### config.mk
export PLATFORM = sky130hd
export DESIGN_NAME = imem_fetch_ctrl_flat
export DESIGN_NICKNAME = d
export VERILOG_FILES = /design/src/rtl/imem_fetch_ctrl_if.sv /design/src/rtl/imem_fetch_ctrl.sv /design/src/flat_wrapper.sv
export SDC_FILE = /design/constraint.sdc
export NUM_CORES = 1
export LEC_CHECK = 0
export CORE_ASPECT_RATIO = 1.4
export CORE_MARGIN = 1.5
export CORE_UTILIZATION = 40
export CTS_BUF_LIST = sky130_fd_sc_hd__clkbuf_4
export DETAILED_ROUTE_END_ITERATION = 8
export GPL_TIMING_DRIVEN = 1
export MAX_ROUTING_LAYER = met4
export RECOVER_POWER = 100
export REMOVE_ABC_BUFFERS = 1
export SLEW_MARGIN = 0
export SYNTH_ARGS = -nofsm -noshare
export SYNTH_HDL_FRONTEND = slang
export SYNTH_SLANG_ARGS = --single-unit
### constraint.sdc
create_clock -name clk -period 11.7 [get_ports clk]
set_input_delay 2.34 -clock clk [delete_from_list [all_inputs] [get_ports clk]]
set_output_delay 2.34 -clock clk [all_outputs]
set_load 0.01 [all_outputs]
### src/rtl/imem_fetch_ctrl_if.sv
// Fetch-controller bus: instruction ROM port, redirect request and the
// valid/ready instruction stream towards the decoder.
interface imem_fetch_ctrl_if #(
  parameter int AW = 8
);
  logic [AW-1:0] imem_addr;
  logic [31:0]   imem_q;
  logic          redirect_valid;
  logic [63:0]   redirect_addr;
  logic          instr_valid;
  logic          instr_ready;
  logic [31:0]   instr_data;
  logic [63:0]   instr_pc;
  logic          halted;

  modport master (
    output imem_addr,
    input  imem_q,
    input  redirect_valid,
    input  redirect_addr,
    output instr_valid,
    input  instr_ready,
    output instr_data,
    output instr_pc,
    output halted
  );

  modport slave (
    input  imem_addr,
    output imem_q,
    output redirect_valid,
    output redirect_addr,
    input  instr_valid,
    output instr_ready,
    input  instr_data,
    input  instr_pc,
    input  halted
  );
endinterface

### src/rtl/imem_fetch_ctrl.sv
// Instruction fetch controller: walks a byte PC through a combinational ROM,
// buffers {instr, pc} in a small FIFO and stops fetching after HALT_WORD.
module imem_fetch_ctrl #(
  parameter int          AW        = 8,
  parameter int          DEPTH     = 2,
  parameter logic [31:0] NOP_WORD  = 32'h8b1f03ff,
  parameter logic [31:0] HALT_WORD = 32'hb400001f
) (
  input logic             clk,
  input logic             reset,
  imem_fetch_ctrl_if.master bus
);

  localparam int unsigned PW   = $clog2(DEPTH);
  localparam logic [PW:0] FULL = (PW+1)'(DEPTH);

  typedef enum logic {RUN, HALT} state_t;

  state_t        state, state_nx;
  logic [63:0]   pc;
  logic [PW:0]   count;
  logic [PW-1:0] rd_ptr, wr_ptr;
  logic [31:0]   q_instr [DEPTH];
  logic [63:0]   q_pc    [DEPTH];
  logic          valid, pop, push;

  always_comb begin
    valid    = (count != '0);
    pop      = 1'b0;
    push     = 1'b0;
    state_nx = state;
    // Redirect wins over everything in its cycle: no pop, no push.
    if (bus.redirect_valid) begin
      state_nx = RUN;
    end else begin
      pop  = valid && bus.instr_ready;
      push = (state == RUN) && ((count < FULL) || pop);
      if (push && (bus.imem_q == HALT_WORD))
        state_nx = HALT;
    end
  end

  always_ff @(posedge clk or negedge reset) begin
    if (!reset) state <= RUN;
    else        state <= state_nx;
  end

  always_ff @(posedge clk or negedge reset) begin
    if (!reset) begin
      pc     <= '0;
      count  <= '0;
      rd_ptr <= '0;
      wr_ptr <= '0;
    end else if (bus.redirect_valid) begin
      pc     <= bus.redirect_addr & ~64'h3;
      count  <= '0;
      rd_ptr <= '0;
      wr_ptr <= '0;
    end else begin
      if (push) begin
        pc     <= pc + 64'd4;
        wr_ptr <= wr_ptr + 1'b1;
      end
      if (pop)
        rd_ptr <= rd_ptr + 1'b1;
      case ({push, pop})
        2'b10:   count <= count + 1'b1;
        2'b01:   count <= count - 1'b1;
        default: count <= count;
      endcase
    end
  end

  always_ff @(posedge clk) begin
    if (push) begin
      q_instr[wr_ptr] <= bus.imem_q;
      q_pc[wr_ptr]    <= pc;
    end
  end

  assign bus.imem_addr   = pc[AW+1:2];
  assign bus.instr_valid = valid;
  assign bus.instr_data  = valid ? q_instr[rd_ptr] : NOP_WORD;
  assign bus.instr_pc    = valid ? q_pc[rd_ptr] : 64'd0;
  assign bus.halted      = (state == HALT);

endmodule

### src/flat_wrapper.sv
// flat-port wrapper written by rule: the top's interface ports become plain ports
module imem_fetch_ctrl_flat 
#(
  parameter int          AW        = 8,
  parameter int          DEPTH     = 2,
  parameter logic [31:0] NOP_WORD  = 32'h8b1f03ff,
  parameter logic [31:0] HALT_WORD = 32'hb400001f
)
  (clk, reset, bus_imem_addr, bus_imem_q, bus_redirect_valid, bus_redirect_addr, bus_instr_valid, bus_instr_ready, bus_instr_data, bus_instr_pc, bus_halted);
  imem_fetch_ctrl_if #(.AW(AW)) bus_i ();
  input logic clk;
  input logic reset;
  output wire logic [$bits(bus_i.imem_addr)-1:0] bus_imem_addr;
  input wire logic [$bits(bus_i.imem_q)-1:0] bus_imem_q;
  input wire logic [$bits(bus_i.redirect_valid)-1:0] bus_redirect_valid;
  input wire logic [$bits(bus_i.redirect_addr)-1:0] bus_redirect_addr;
  output wire logic [$bits(bus_i.instr_valid)-1:0] bus_instr_valid;
  input wire logic [$bits(bus_i.instr_ready)-1:0] bus_instr_ready;
  output wire logic [$bits(bus_i.instr_data)-1:0] bus_instr_data;
  output wire logic [$bits(bus_i.instr_pc)-1:0] bus_instr_pc;
  output wire logic [$bits(bus_i.halted)-1:0] bus_halted;
  assign bus_imem_addr = bus_i.imem_addr;
  assign bus_i.imem_q = bus_imem_q;
  assign bus_i.redirect_valid = bus_redirect_valid;
  assign bus_i.redirect_addr = bus_redirect_addr;
  assign bus_instr_valid = bus_i.instr_valid;
  assign bus_i.instr_ready = bus_instr_ready;
  assign bus_instr_data = bus_i.instr_data;
  assign bus_instr_pc = bus_i.instr_pc;
  assign bus_halted = bus_i.halted;
  imem_fetch_ctrl #(.AW(AW), .DEPTH(DEPTH), .NOP_WORD(NOP_WORD), .HALT_WORD(HALT_WORD)) u_core (.clk(clk), .reset(reset), .bus(bus_i));
endmodule
* After elaboration in Yosys (flattened, before gate mapping) *
Memories as Yosys holds them, arrays and structs flattened.
Index checks and enable logic that the tools add are counted.
W data, S select, Z words.

storage, ports and cells
  bits in writable memories = 192
  memories kept = 2
  register bits after elaboration = 69
  logic and storage cells = 42
  output and inout bits = 106

memories
  memory          words  bits a word  read ports  clocked after memory_dff  write ports  RTL line               text
  u_core.q_pc     2      64           1           0                         1            imem_fetch_ctrl.sv:24  logic [63:0] q_pc [DEPTH];
  u_core.q_instr  2      32           1           0                         1            imem_fetch_ctrl.sv:23  logic [31:0] q_instr [DEPTH];

operators by class
  bitwise operators = 1
  reduce and logical (&&, ||, !) cells = 9
  mux-type cells = 16
  add/subtract/negate cells = 5
  order comparisons = 1
  eq/ne operators = 3

operators by type and width
  operator                 count
  $mux W64                 3
  $add A64 B3 Y64 const B  1
  $eq A32 B32 Y1 const B   1
  $mux W32                 1
  $mux W1                  10
  $reduce_bool A2 Y1       4
  $pmux W2 S2              1
  $logic_and A1 B1 Y1      3
  $reduce_bool A3 Y1       1
  $add A1 B1 Y1 const B    2
  $add A2 B1 Y2 const B    1
  $eq A2 B1 Y1 const B     1
  $eq A2 B2 Y1 const B     1
  $lt A2 B2 Y1 const B     1
  $mux W2                  1
  $sub A2 B1 Y2 const B    1
  $logic_or A1 B1 Y1       1
  $not A1 Y1               1

* Longest topological paths before layout *
Gate-level depths: netlist (run 1).

  word-level depth = 8
  gate-level depth with buffers = 8

* Worst setup path before layout (run 1) *
No wires, ideal clock.

  path kind = input port to flip-flop
  start point = input port bus_redirect_valid
  end point = memory u_core.q_instr[0][0], enable pin
  path slack = -0.761 ns
  data arrival time = 11.683 ns
  cell stages on the path = 3
  cell sequence = clkbuf_1 clkbuf_1 nor4_1

between the ends
  word-level cells in the longest chain between the ends = 3

ends and longest elaborated chain
  item                           RTL line               text
  start: declaration             flat_wrapper.sv:15     input wire logic [$bits(bus_i.redirect_valid)-1:0] bus_redirect_valid;
  $mux W1                        imem_fetch_ctrl.sv:33  if (bus.redirect_valid) begin
  $mux W1                        imem_fetch_ctrl.sv:75  if (push) begin
  $mux W1 (implied by the code)  imem_fetch_ctrl.sv:76  q_instr[wr_ptr] <= bus.imem_q;
  end: declaration               imem_fetch_ctrl.sv:23

Every way passes these cells.

* Worst setup path after layout (run 1) *
  start point = input port bus_redirect_valid
  end point = memory u_core.q_pc[1][34], enable pin

between the ends
  word-level cells in the longest chain between the ends = 3

ends and longest elaborated chain
  item                           RTL line               text
  $mux W1                        imem_fetch_ctrl.sv:33
  $mux W1                        imem_fetch_ctrl.sv:75
  $mux W1 (implied by the code)  imem_fetch_ctrl.sv:77  q_pc[wr_ptr] <= pc;
  end: declaration               imem_fetch_ctrl.sv:24

Every way passes these cells.

==> impl_results.md, run 1 <==
* Hold-fix buffers, CTS at 0
* # IOs at 206
* Post-route clock period utilization at 0.689
* Final setup TNS at 0 ps
* Num CTS Buffers at 60
* DRT Wirelength at between 20000 and 30000 um
* Largest family of logic cells by synthesized area: simple AND/OR/NAND/NOR gates
* Clock share of power at 0.326
* Combinational share of power at 0.173
* Seq pwr share at 0.500
* Largest buffer count on any clock path at 3
* Most used cell, CP: clkbuf_1
* Die Ht at ~200 um
* Post-Route Skew at between 40 and 50 ps
* Tot GR Track Use at 0.192
* Post-synthesis adder-cell area fraction at 0.00113
* Initial drt markers at roughly 350
* Worst setup SP type: primary input
* CP Max Fanout at slightly above 80
* Library cells used by synthesis at between 50 and 60
* Slew Limit Fails at slightly below 400
* Most common cell in the netlist: edfxtp_1
* Placer Congestion at approximately 0.75
* Total vias in the final route at approximately 7700
* Fill cells at 2445
* Largest net degree at the start of global routing at 84
* Clock Latency Late Sink at ~700 ps
* Post-CTS sizing at 0
* Fin. Hold Viols at 0
* GRT Residual Overflow at 0
* Sw power at slightly above 0.6 mW
* Synth Area in Compound Gates at 0.0506
* Starting Density at 0.405
* Slew @ Worst Pin at roughly 4000 ps
* Top cells by area, synth: edfxtp_1 (51%), dfrtp_1 (15%), mux2i_1 (8.6%)
* Slowest CP cell: and3_1
* FF+latch count, synth at between 200 and 300
* CP top delay family: buffers and inverters
* First-pass GRT wire length at ~41000 um
* Drt wl/cell at approximately 18 um
* Synth area leader: edfxtp_1
* Synthesis-to-layout area growth at 27.7%
* Core outline area at 0.0275 mm^2
* Mux cell area share after synthesis at 0.0866
* Pre-antenna DRT Iters at 4
* Via/cell ratio at 5.07
* Worst stage delay on the critical path at between 1500 and 2000 ps
* Cell Int Power at 1.64 mW
* Net Sw Frac at 0.272
* Die Wd at 144 um
* Syn Area/Cell at between 10 and 15 um^2
* DRC Markers at 0
* CTS tree: yes
* Register area share after synthesis at 0.659
* Vias in the first global route at roughly 7600
* Failing checks: max-capacitance violations, max-slew violations
* Rel. slew slack at -1.67
* Min Tclk post-route at between 8000 and 9000 ps
* Post-synth top area share at 0.508
* Fraction of registers with async set/reset at 0.263
* Hold WS at 514 ps
* Kind of critical path: in2reg
* Total of max-cap violations at 7
* Post-synth top flop: edfxtp_1
* Peak Freq at around 120 MHz
* Clock Pin Slew Worst Setup and Hold Paths at around 60 ps
* Worst path cell trace: buf_2 -> clkbuf_1 -> clkinv_1 -> clkbuf_1 -> and3_1 -> buf_4
* Die area at 0.0288 mm^2
* DP Wirelength at 16800 um
* EDFF count, synth at 188
* Static Leakage at 5.03 nW
* Root Driver: clkbuf_4
* Final setup viols at 0
* Synth cell count leaders: edfxtp_1 (188), nor2_1 (115), mux2i_1 (95)
* Maximum VDD drop at between 0.00006 and 0.00007 V
* Layout cells sized above 1 at 0.104
* Xor and xnor area share after synthesis at 0.0260
* Setup Buffers After CTS at 0
* RSZ-0062 raised after global routing: no
* PD cells at ~160 mW/mm^2
* H-tree levels at 2
* TritonCTS Sinks at about 260
* DRT antenna net count at 0
* Initial antenna violation count at 2
* Worst Setup End Kind: flip-flop
* Synthesized instance count at 870
* Placement Rows at a little over 70
* Port Buffer Count at roughly 200
* # nets final at ~1200
* Total number of yosys warnings at 0
* Status: finished, violations left
* CP arrival at between 8000 and 9000 ps
* Post-synthesis simple-gate area fraction at 0.151
* CP bufs+invs at 5
* Post-Syn Area at 0.0111 mm^2
* Worst EP required at about 12000 ps
* Type of the most critical hold path: reg2reg
worst paths after layout:
path                       depth (start not counted)            endpoint                from  slack [ps]
min in group asynchronous                          1        u_core.pc[7]               reset        3030
hold reg to reg                                    0  u_core.q_pc[0][22]       u_core.pc[22]         510
max in group asynchronous                          1       u_core.pc[52]               reset        6410
setup reg to reg                                   5  u_core.q_pc[1][34]     u_core.count[1]        7410
setup / recovery                                   6  u_core.q_pc[1][34]  bus_redirect_valid        3640
hold / removal                                     0  u_core.q_pc[0][22]       u_core.pc[22]         510
cell type report:
cell class | count | area (um^2) | share of cell area
Sequential cell | 255 | 7320 | 0.516
Multi-Input combinational cell | 554 | 3520 | 0.248
Timing Repair Buffer | 210 | 2050 | 0.145
Clock buffer | 87 | 653 | 0.0460
Tap cell | 370 | 463 | 0.0326
Clock inverter | 22 | 149 | 0.0105
Inverter | 8 | 30.0 | 0.00212
Antenna cell | 2 | 5.00 | 0.000353
worst register-to-register path: cells and delay by family, from the launching register on:
kind                   cells  cell delay [ps]
buffers and inverters      2             1000
flip-flops                 1              440
AND/OR/NAND/NOR            3             2390
metal layers:
layer	global-route usage	wire, um	vias up
met1	0.226	10700	3735
met4	0.0652	578	0
li1	-	-	3698
met3	0.0363	1330	36
met2	0.326	13900	183
met5	-	0	-
registers in the layout, summed over array words and instances (netlist names):
name               count
u_core.count           2
u_core.bus.halted      1
u_core.q_instr        64
u_core.pc             62
u_core.rd_ptr          1
u_core.wr_ptr          1
u_core.q_pc          124
placed cells by master (no fill, tap or decap), types with 23 or more instances in the layout:
cell type,instances
nand4_1,29
clkbuf_4,87
nand2_1,78
clkdlybuf4s50_1,65
dlygate4sd3_1,134
a31oi_1,23
mux2i_1,95
dfrtp_1,67
o21ai_0,45
nor2_1,114
edfxtp_1,188
power groups by stage:
stage	combinational [mW]	sequential [mW]	clock (mW)
after floorplan	0.201	1.15	0
after global placement	0.420	1.14	0
after detailed placement	0.422	1.15	0
after CTS	0.424	1.13	0.758
after global routing	0.429	1.14	0.804
final	0.391	1.13	0.736
kinds of logic after synthesis:
| family | Yosys count |
|---|---|
| AO/OA/AOI/OAI | 93 |
| XOR/XNOR | 33 |
| adder cells (fa/ha/maj) | 1 |
| buffers and inverters | 62 |
| flip-flops | 255 |
| multiplexers | 96 |
| other | 1 |
| AND/OR/NAND/NOR | 329 |
through the flow:
| step | instance area [um^2] | total power [mW] | util | setup WS, ps | instances |
|---|---|---|---|---|---|
| 5_1_grt | 14200 | 2.37 | 0.516 | 2980 | 1508 |
| 6_report | 14200 | 2.26 | 0.516 | 3640 | 1508 |
| 3_5_place_dp | 13400 | 1.57 | 0.488 | 6240 | 1397 |
| 4_1_cts | 14200 | 2.31 | 0.518 | 5670 | 1506 |
| 3_3_place_gp | 13400 | 1.56 | 0.488 | 6230 | 1397 |
| 2_1_floorplan | 10900 | 1.35 | - | -503 | 817 |
Note: power is estimated with default switching activity, not from simulation.
==> run 2, diff against run 1 <==
Settings changed: PLACE_DENSITY set to 0.66.
Clock period 11.7 ns to 7.2 ns, I/O delays scaled along.
==> run 2 against run 1 <==
The run still ends with max-capacitance violations, max-slew violations left. Global-route usage is 0.49 points higher. Non-clock buffer count up 3. Register-to-register slack lost 4100 ps. First-iteration DRC count is 16% lower. Power increased by 64%. Core utilization down 0.064 points. Final cell count is 0.33% higher. Critical path type unchanged.
==> impl_results.md, run 2 (synthesis gave the netlist of run 1 again) <==
* Placement Rows at 72 (unchanged)
* Fin. Hold Viols at 0 (unchanged)
* DRT Wirelength at 27200 um (+2.7%)
* Top flop regs: u_core.q_pc x124, u_core.q_instr x64, u_core.pc x62
* Post-route clock period utilization at 0.758
* Fill cells at 2478 (+1.3%)
* Final Power at 3.69 mW (+64%)
* Sequential cell area at 0.00733 mm^2 (about the same)
* Dpl cells at 1400 (+0.21%)
* HP Start: u_core.pc[63]
* CP Max Fanout at 62 (-25%)
* Root Driver: clkbuf_4
* Sw power at 1.01 mW (+64%)
* RSZ-0062 raised after global routing: no
* Top reg by flops: u_core.q_pc
* Seq pwr share at 0.497 (-0.003)
* Hold-fix buffers, CTS at 0 (unchanged)
* Worst stage delay on the critical path at 1650 ps (-320 ps)
* Initial antenna violation count at 1 (-1)
* Post-Layout Cell Count at 1513 (+0.33%)
* CTS tree: yes
* Min Tclk post-route at 5450 ps
* DP Wirelength at 17300 um (+3.0%)
* Kind of critical path: in2reg
* Combinational share of power at 0.171 (-0.002)
* Via/cell ratio at 5.10 (+0.46%)
* Largest net degree at the start of global routing at 76 (-9.5%)
* Final setup TNS at 0 ps (unchanged)
* Failing checks: max-capacitance violations, max-slew violations
* DRC Markers at 0 (unchanged)
* Worst r2r src: u_core.count[1]
* CP arrival at 5770 ps (-2610 ps)
* GRT Residual Overflow at 0 (unchanged)
* Worst path cell trace: buf_2 -> clkbuf_1 -> clkinv_1 -> clkbuf_1 -> and3_4 -> buf_4
* R2R cell count at 6 (+1)
* Slew Limit Fails at 379 (-4.1%)
* FF-to-FF setup slack at 3300 ps (-4110 ps)
* Setup Buffers After CTS at 0 (unchanged)
* Total of max-cap violations at 9 (+2)
* DRT antenna net count at 0 (unchanged)
* Clock share of power at 0.332 (+0.006)
* Hold worst-path end: u_core.q_pc[0][63]
* Clock Pin Slew Worst Setup and Hold Paths at 70 ps (about the same)
* Most used cell, CP: clkbuf_1
* CP top delay family: buffers and inverters
* Vias in the first global route at 7939 (+3.9%)
* Slowest CP cell: clkbuf_1
* Largest buffer count on any clock path at 3 (unchanged)
* TritonCTS Sinks at 255 (unchanged)
* Status: finished, violations left
* Reg-to-Reg End: u_core.pc[52]
* Most frequent cells in the layout: edfxtp_1 (188), dlygate4sd3_1 (134), nor2_1 (114)
* Placer Congestion at 0.780 (+3.7%)
* Tot GR Track Use at 0.197 (+0.00491)
* First-pass GRT wire length at 42000 um (+2.4%)
* Final setup viols at 0 (unchanged)
* Rel. slew slack at -1.77 (-0.0940)
* Area occupied by multi-input gates at 0.00346 mm^2 (-1.5%)
* Clock Latency Late Sink at 700 ps (-20 ps)
* Pre-antenna DRT Iters at 4 (unchanged)
* # nets final at 1193 (+0.25%)
* Post-CTS sizing at 0 (unchanged)
* Peak Freq at 183 MHz
* Largest register FFs at 124 (unchanged)
* Post-Route Skew at 29.4 ps (-14.4 ps)
* Layout cells sized above 1 at 0.0998 (-0.00405)
* Num CTS Buffers at 60 (unchanged)
* Core outline area at 0.0275 mm^2 (unchanged)
* Slew @ Worst Pin at 4150 ps (+141 ps)
* Worst setup SP type: primary input
* Worst Setup End Kind: flip-flop
* Starting Density at 0.405 (unchanged)
* Hold path cells at 0 (unchanged)
* Die Ht at 200 um (unchanged)
* Net Sw Frac at 0.273 (+0.000816)
* Type of the most critical hold path: reg2reg
* Die Wd at 144 um (unchanged)
* H-tree levels at 2 (unchanged)
* Cell Int Power at 2.68 mW (+63%)
* Drt wl/cell at 18.0 um (+2.4%)
* PD cells at 260 mW/mm^2 (+64%)
* Port Buffer Count at 201 (unchanged)
* Initial drt markers at 294 (-16%)
* Most common cell after layout, fill and taps aside: edfxtp_1
* Maximum VDD drop at 0.0000974 V (+53%)
* # IOs at 206 (unchanged)
* Hold WS at 524 ps (+10.0 ps)
* Static Leakage at 5.04 nW (+0.15%)
* Total vias in the final route at 7713 (+0.80%)
* Worst EP required at 7520 ps (-4500 ps)
* CP bufs+invs at 5 (unchanged)
* Die area at 0.0288 mm^2 (unchanged)
* Synthesis-to-layout area growth at 27.5%
[run 2: cell types whose count changed in the layout (fill, tap and decap cells not counted), sizes merged]
cell,previous run,this run
buf,6,5
clkinv,18,26
diode,2,1
bufinv,2,3
inv,8,7
clkinvlp,2,0
clkbuf,92,93
[run 2: cell type report]
type                       instances  area share
clock buffer                      84      0.0445
multi-input combinational        554       0.244
clock inverter                    28      0.0138
timing repair buffer             213       0.145
antenna                            1    0.000177
tap                              370      0.0327
sequential                       255       0.517
inverter                           8     0.00212
[run 2: per-layer routing]
metal / up-vias / wire length, um / global-route usage
met2: 190 / 14200 / 0.336
li1: 3707 / - / -
met3: 60 / 1180 / 0.0344
met4: 0 / 864 / 0.0816
met1: 3756 / 11000 / 0.225
met5: - / 0 / -
[run 2: worst max path at each step]
stage / from / endpoint / slack [ps] / cells after the start
finish: bus_redirect_valid / u_core.q_pc[1][8] / 1750 / 6
global route: reset / u_core.rd_ptr / 1220 / 1
CTS: u_core.rd_ptr / bus_instr_pc[57] / 2300 / 4
detailed placement: bus_instr_ready / u_core.q_instr[1][0] / 2620 / 5
global placement: bus_instr_ready / u_core.q_instr[1][30] / 2670 / 5
floorplan: bus_redirect_valid / u_core.q_instr[0][0] / -4100 / 1
[run 2: stage by stage]
step	cell area [um^2]	setup WS, ps	utilization
6_report	14200	1750	0.516
5_1_grt	14200	1220	0.516
4_1_cts	14300	2300	0.519
3_5_place_dp	13400	2620	0.489
3_3_place_gp	13400	2670	0.489
2_1_floorplan	10900	-4100	-
[run 2: power groups by stage]
stage	sequential, mW	clock (mW)	combinational, mW
detailed placement	1.86	0	0.690
global route	1.85	1.34	0.692
floorplan	1.87	0	0.327
global placement	1.85	0	0.683
CTS	1.83	1.26	0.693
finish	1.83	1.22	0.632
[run 2: worst register-to-register path, stage by stage, from the launching register on]
cell and delay, ps:
dfrtp_1 440, nor2b_1 170, clkbuf_1 250, nor4_1 920, nand4_1 1040, or4_1 800, a31oi_1 170
==> run 3, diff against run 2 <==
Clock period 7.2 ns to 4.6 ns, I/O delays scaled along.
==> run 3 against run 2 <==
The flow still finishes with violations (max-capacitance violations, max-slew violations). Sequential power increased by 56%. Global-route usage fell by 0.24 points. Die area is the same. Largest power group unchanged.
==> impl_results.md, run 3 (synthesis gave the netlist of run 1 again) <==
* Worst EP required at 3680 ps (-3840 ps)
* H-tree levels at 2 (unchanged)
* Placer Congestion at 0.799 (+2.5%)
* Final Power at 5.74 mW (+55%)
* Clock Latency Late Sink at 710 ps (about the same)
* Layout cells sized above 1 at 0.0988 (-0.00105)
* Post-route cell area at 0.0142 mm^2 (+0.15%)
* Post-route clock period utilization at 0.893
* Post-CTS sizing at 0 (unchanged)
* DRT antenna net count at 0 (unchanged)
* Peak Freq at 243 MHz
* First-pass GRT wire length at 41500 um (-1.0%)
* Largest net degree at the start of global routing at 77 (+1.3%)
* Top reg by flops: u_core.q_pc
* # IOs at 206 (unchanged)
* Fill cells at 2437 (-1.7%)
* Sw power at 1.56 mW (+55%)
* Setup Buffers After CTS at 0 (unchanged)
* Largest register FFs at 124 (unchanged)
* Via/cell ratio at 5.08 (-0.40%)
* Pre-CTS setup slack at 886 ps (-1740 ps)
* Final setup TNS at 0 ps (unchanged)
* FF-to-FF setup slack at 770 ps (-2530 ps)
* Starting Density at 0.405 (unchanged)
* Worst setup SP type: flip-flop
* CP arrival at 3190 ps (-2580 ps)
* Top flop regs: u_core.q_pc x124, u_core.q_instr x64, u_core.pc x62
* DP Wirelength at 17500 um (+0.73%)
* Vias in the first global route at 7646 (-3.7%)
* Min Tclk post-route at 4110 ps
* Cell Int Power at 4.18 mW (+56%)
* Worst Setup End Kind: output pin
* Reg-to-Reg End: u_core.pc[55]
* Initial antenna violation count at 1 (unchanged)
* Initial drt markers at 384 (+31%)
* TritonCTS Sinks at 255 (unchanged)
* Hold-fix buffers, CTS at 0 (unchanged)
* Clock share of power at 0.327 (-0.005)
* Tot GR Track Use at 0.194 (-0.00243)
* Static Leakage at 5.07 nW (+0.64%)
* Worst r2r src: u_core.pc[4]
* Largest buffer count on any clock path at 3 (unchanged)
* Most frequent cells in the layout: edfxtp_1 (188), dlygate4sd3_1 (126), nor2_1 (115)
* Rel. slew slack at -0.278 (+1.49)
* DRT Wirelength at 26900 um (-1.0%)
* Placed cell area at 0.0135 mm^2 (+0.37%)
* Type of the most critical hold path: reg2reg
* Post-Route Skew at 32.4 ps (+3.02 ps)
* Net Sw Frac at 0.271 (-0.00126)
* Worst setup path endpoint: bus_instr_data[24]
* Most common cell after layout, fill and taps aside: edfxtp_1
* Port Buffer Count at 201 (unchanged)
* Pre-antenna DRT Iters at 5 (+1)
* Num CTS Buffers at 61 (+1.7%)
* CTS tree: yes
* Final setup viols at 0 (unchanged)
* Combinational share of power at 0.175 (+0.004)
* Drt wl/cell at 17.8 um (-1.1%)
* Hold path cells at 0 (unchanged)
* Core outline area at 0.0275 mm^2 (unchanged)
* Root Driver: clkbuf_4
* RSZ-0062 raised after global routing: no
* Placement Rows at 72 (unchanged)
* Kind of critical path: reg2out
* Maximum VDD drop at 0.000157 V (+61%)
* Fin. Hold Viols at 0 (unchanged)
* R2R cell count at 5 (-1)
* Final WS setup at 492 ps (-1250 ps)
* # nets final at 1194 (+0.084%)
* Slew @ Worst Pin at 1920 ps (-2240 ps)
* DRC Markers at 0 (unchanged)
* Failing checks: max-capacitance violations, max-slew violations
* Status: finished, violations left
* CP Max Fanout at 35 (-44%)
* Synthesis-to-layout area growth at 27.7%
* Slew Limit Fails at 207 (-45%)
* Worst Setup SP: u_core.rd_ptr
* Clock Pin Slew Worst Setup and Hold Paths at 70 ps (about the same)
* Total of max-cap violations at 5 (-4)
* Die area at 0.0288 mm^2 (unchanged)
* GRT Residual Overflow at 0 (unchanged)
* PD cells at 404 mW/mm^2 (+55%)
* Die Wd at 144 um (unchanged)
* Die Ht at 200 um (unchanged)
* Seq pwr share at 0.499 (+0.002)
* Total vias in the final route at 7692 (-0.27%)
run 3: cell count changes in the layout (fill, tap and decap cells not counted), moves of 4 or more:
cell             change
clkdlybuf4s50_1      +8
dlygate4sd3_1        -8
clkinv_2             -7
clkinv_1             +5
clkbuf_1             -4
clkbuf_4             +4
run 3: worst max-delay path: stages (launching register included):
cell,delay (ps)
dfrtp_4,890
clkbuf_2,600
mux2i_1,250
nand2_1,80
dlygate4sd3_1,640
run 3: cell type report:
type | instances | area [um^2] | share of cell area
sequential | 255 | 7330 | 0.516
inverter | 8 | 30.0 | 0.00212
antenna | 1 | 2.50 | 0.000176
timing repair buffer | 213 | 2100 | 0.148
multi-input combinational | 554 | 3460 | 0.244
tap | 370 | 463 | 0.0326
clock buffer | 88 | 661 | 0.0465
clock inverter | 26 | 153 | 0.0108
run 3: how the worst min path moves through the flow:
| stage | endpoint | start |
|---|---|---|
| 6_report | u_core.q_pc[1][63] | u_core.pc[63] |
| 5_1_grt | u_core.q_pc[1][34] | u_core.pc[34] |
| 4_1_cts | u_core.pc[13] | reset |
| 3_5_place_dp | u_core.q_pc[1][42] | u_core.pc[42] |
| 3_3_place_gp | u_core.q_pc[0][63] | u_core.pc[63] |
| 2_1_floorplan | u_core.q_pc[0][63] | u_core.pc[63] |
run 3: power by group through the flow:
stage	combinational (mW)	sequential, mW	clock, mW
after detailed placement	1.10	2.90	0
after global routing	1.10	2.89	2.05
after floorplan	0.512	2.92	0
after global placement	1.09	2.89	0
after CTS	1.10	2.86	1.93
final	1.00	2.86	1.87
run 3: layer usage:
metal  global-route usage  wire, um
met1                0.222     10600
met5                    -         0
met2                0.325     13900
met3               0.0373      1410
met4               0.0904       932
run 3: metrics by stage:
stage          utilization  instances  hold slack, ps
4_1_cts              0.521       1514             351
6_report             0.517       1515             494
3_5_place_dp         0.491       1400             495
2_1_floorplan            -        817             465
3_3_place_gp         0.491       1400             485
5_1_grt              0.517       1515             526
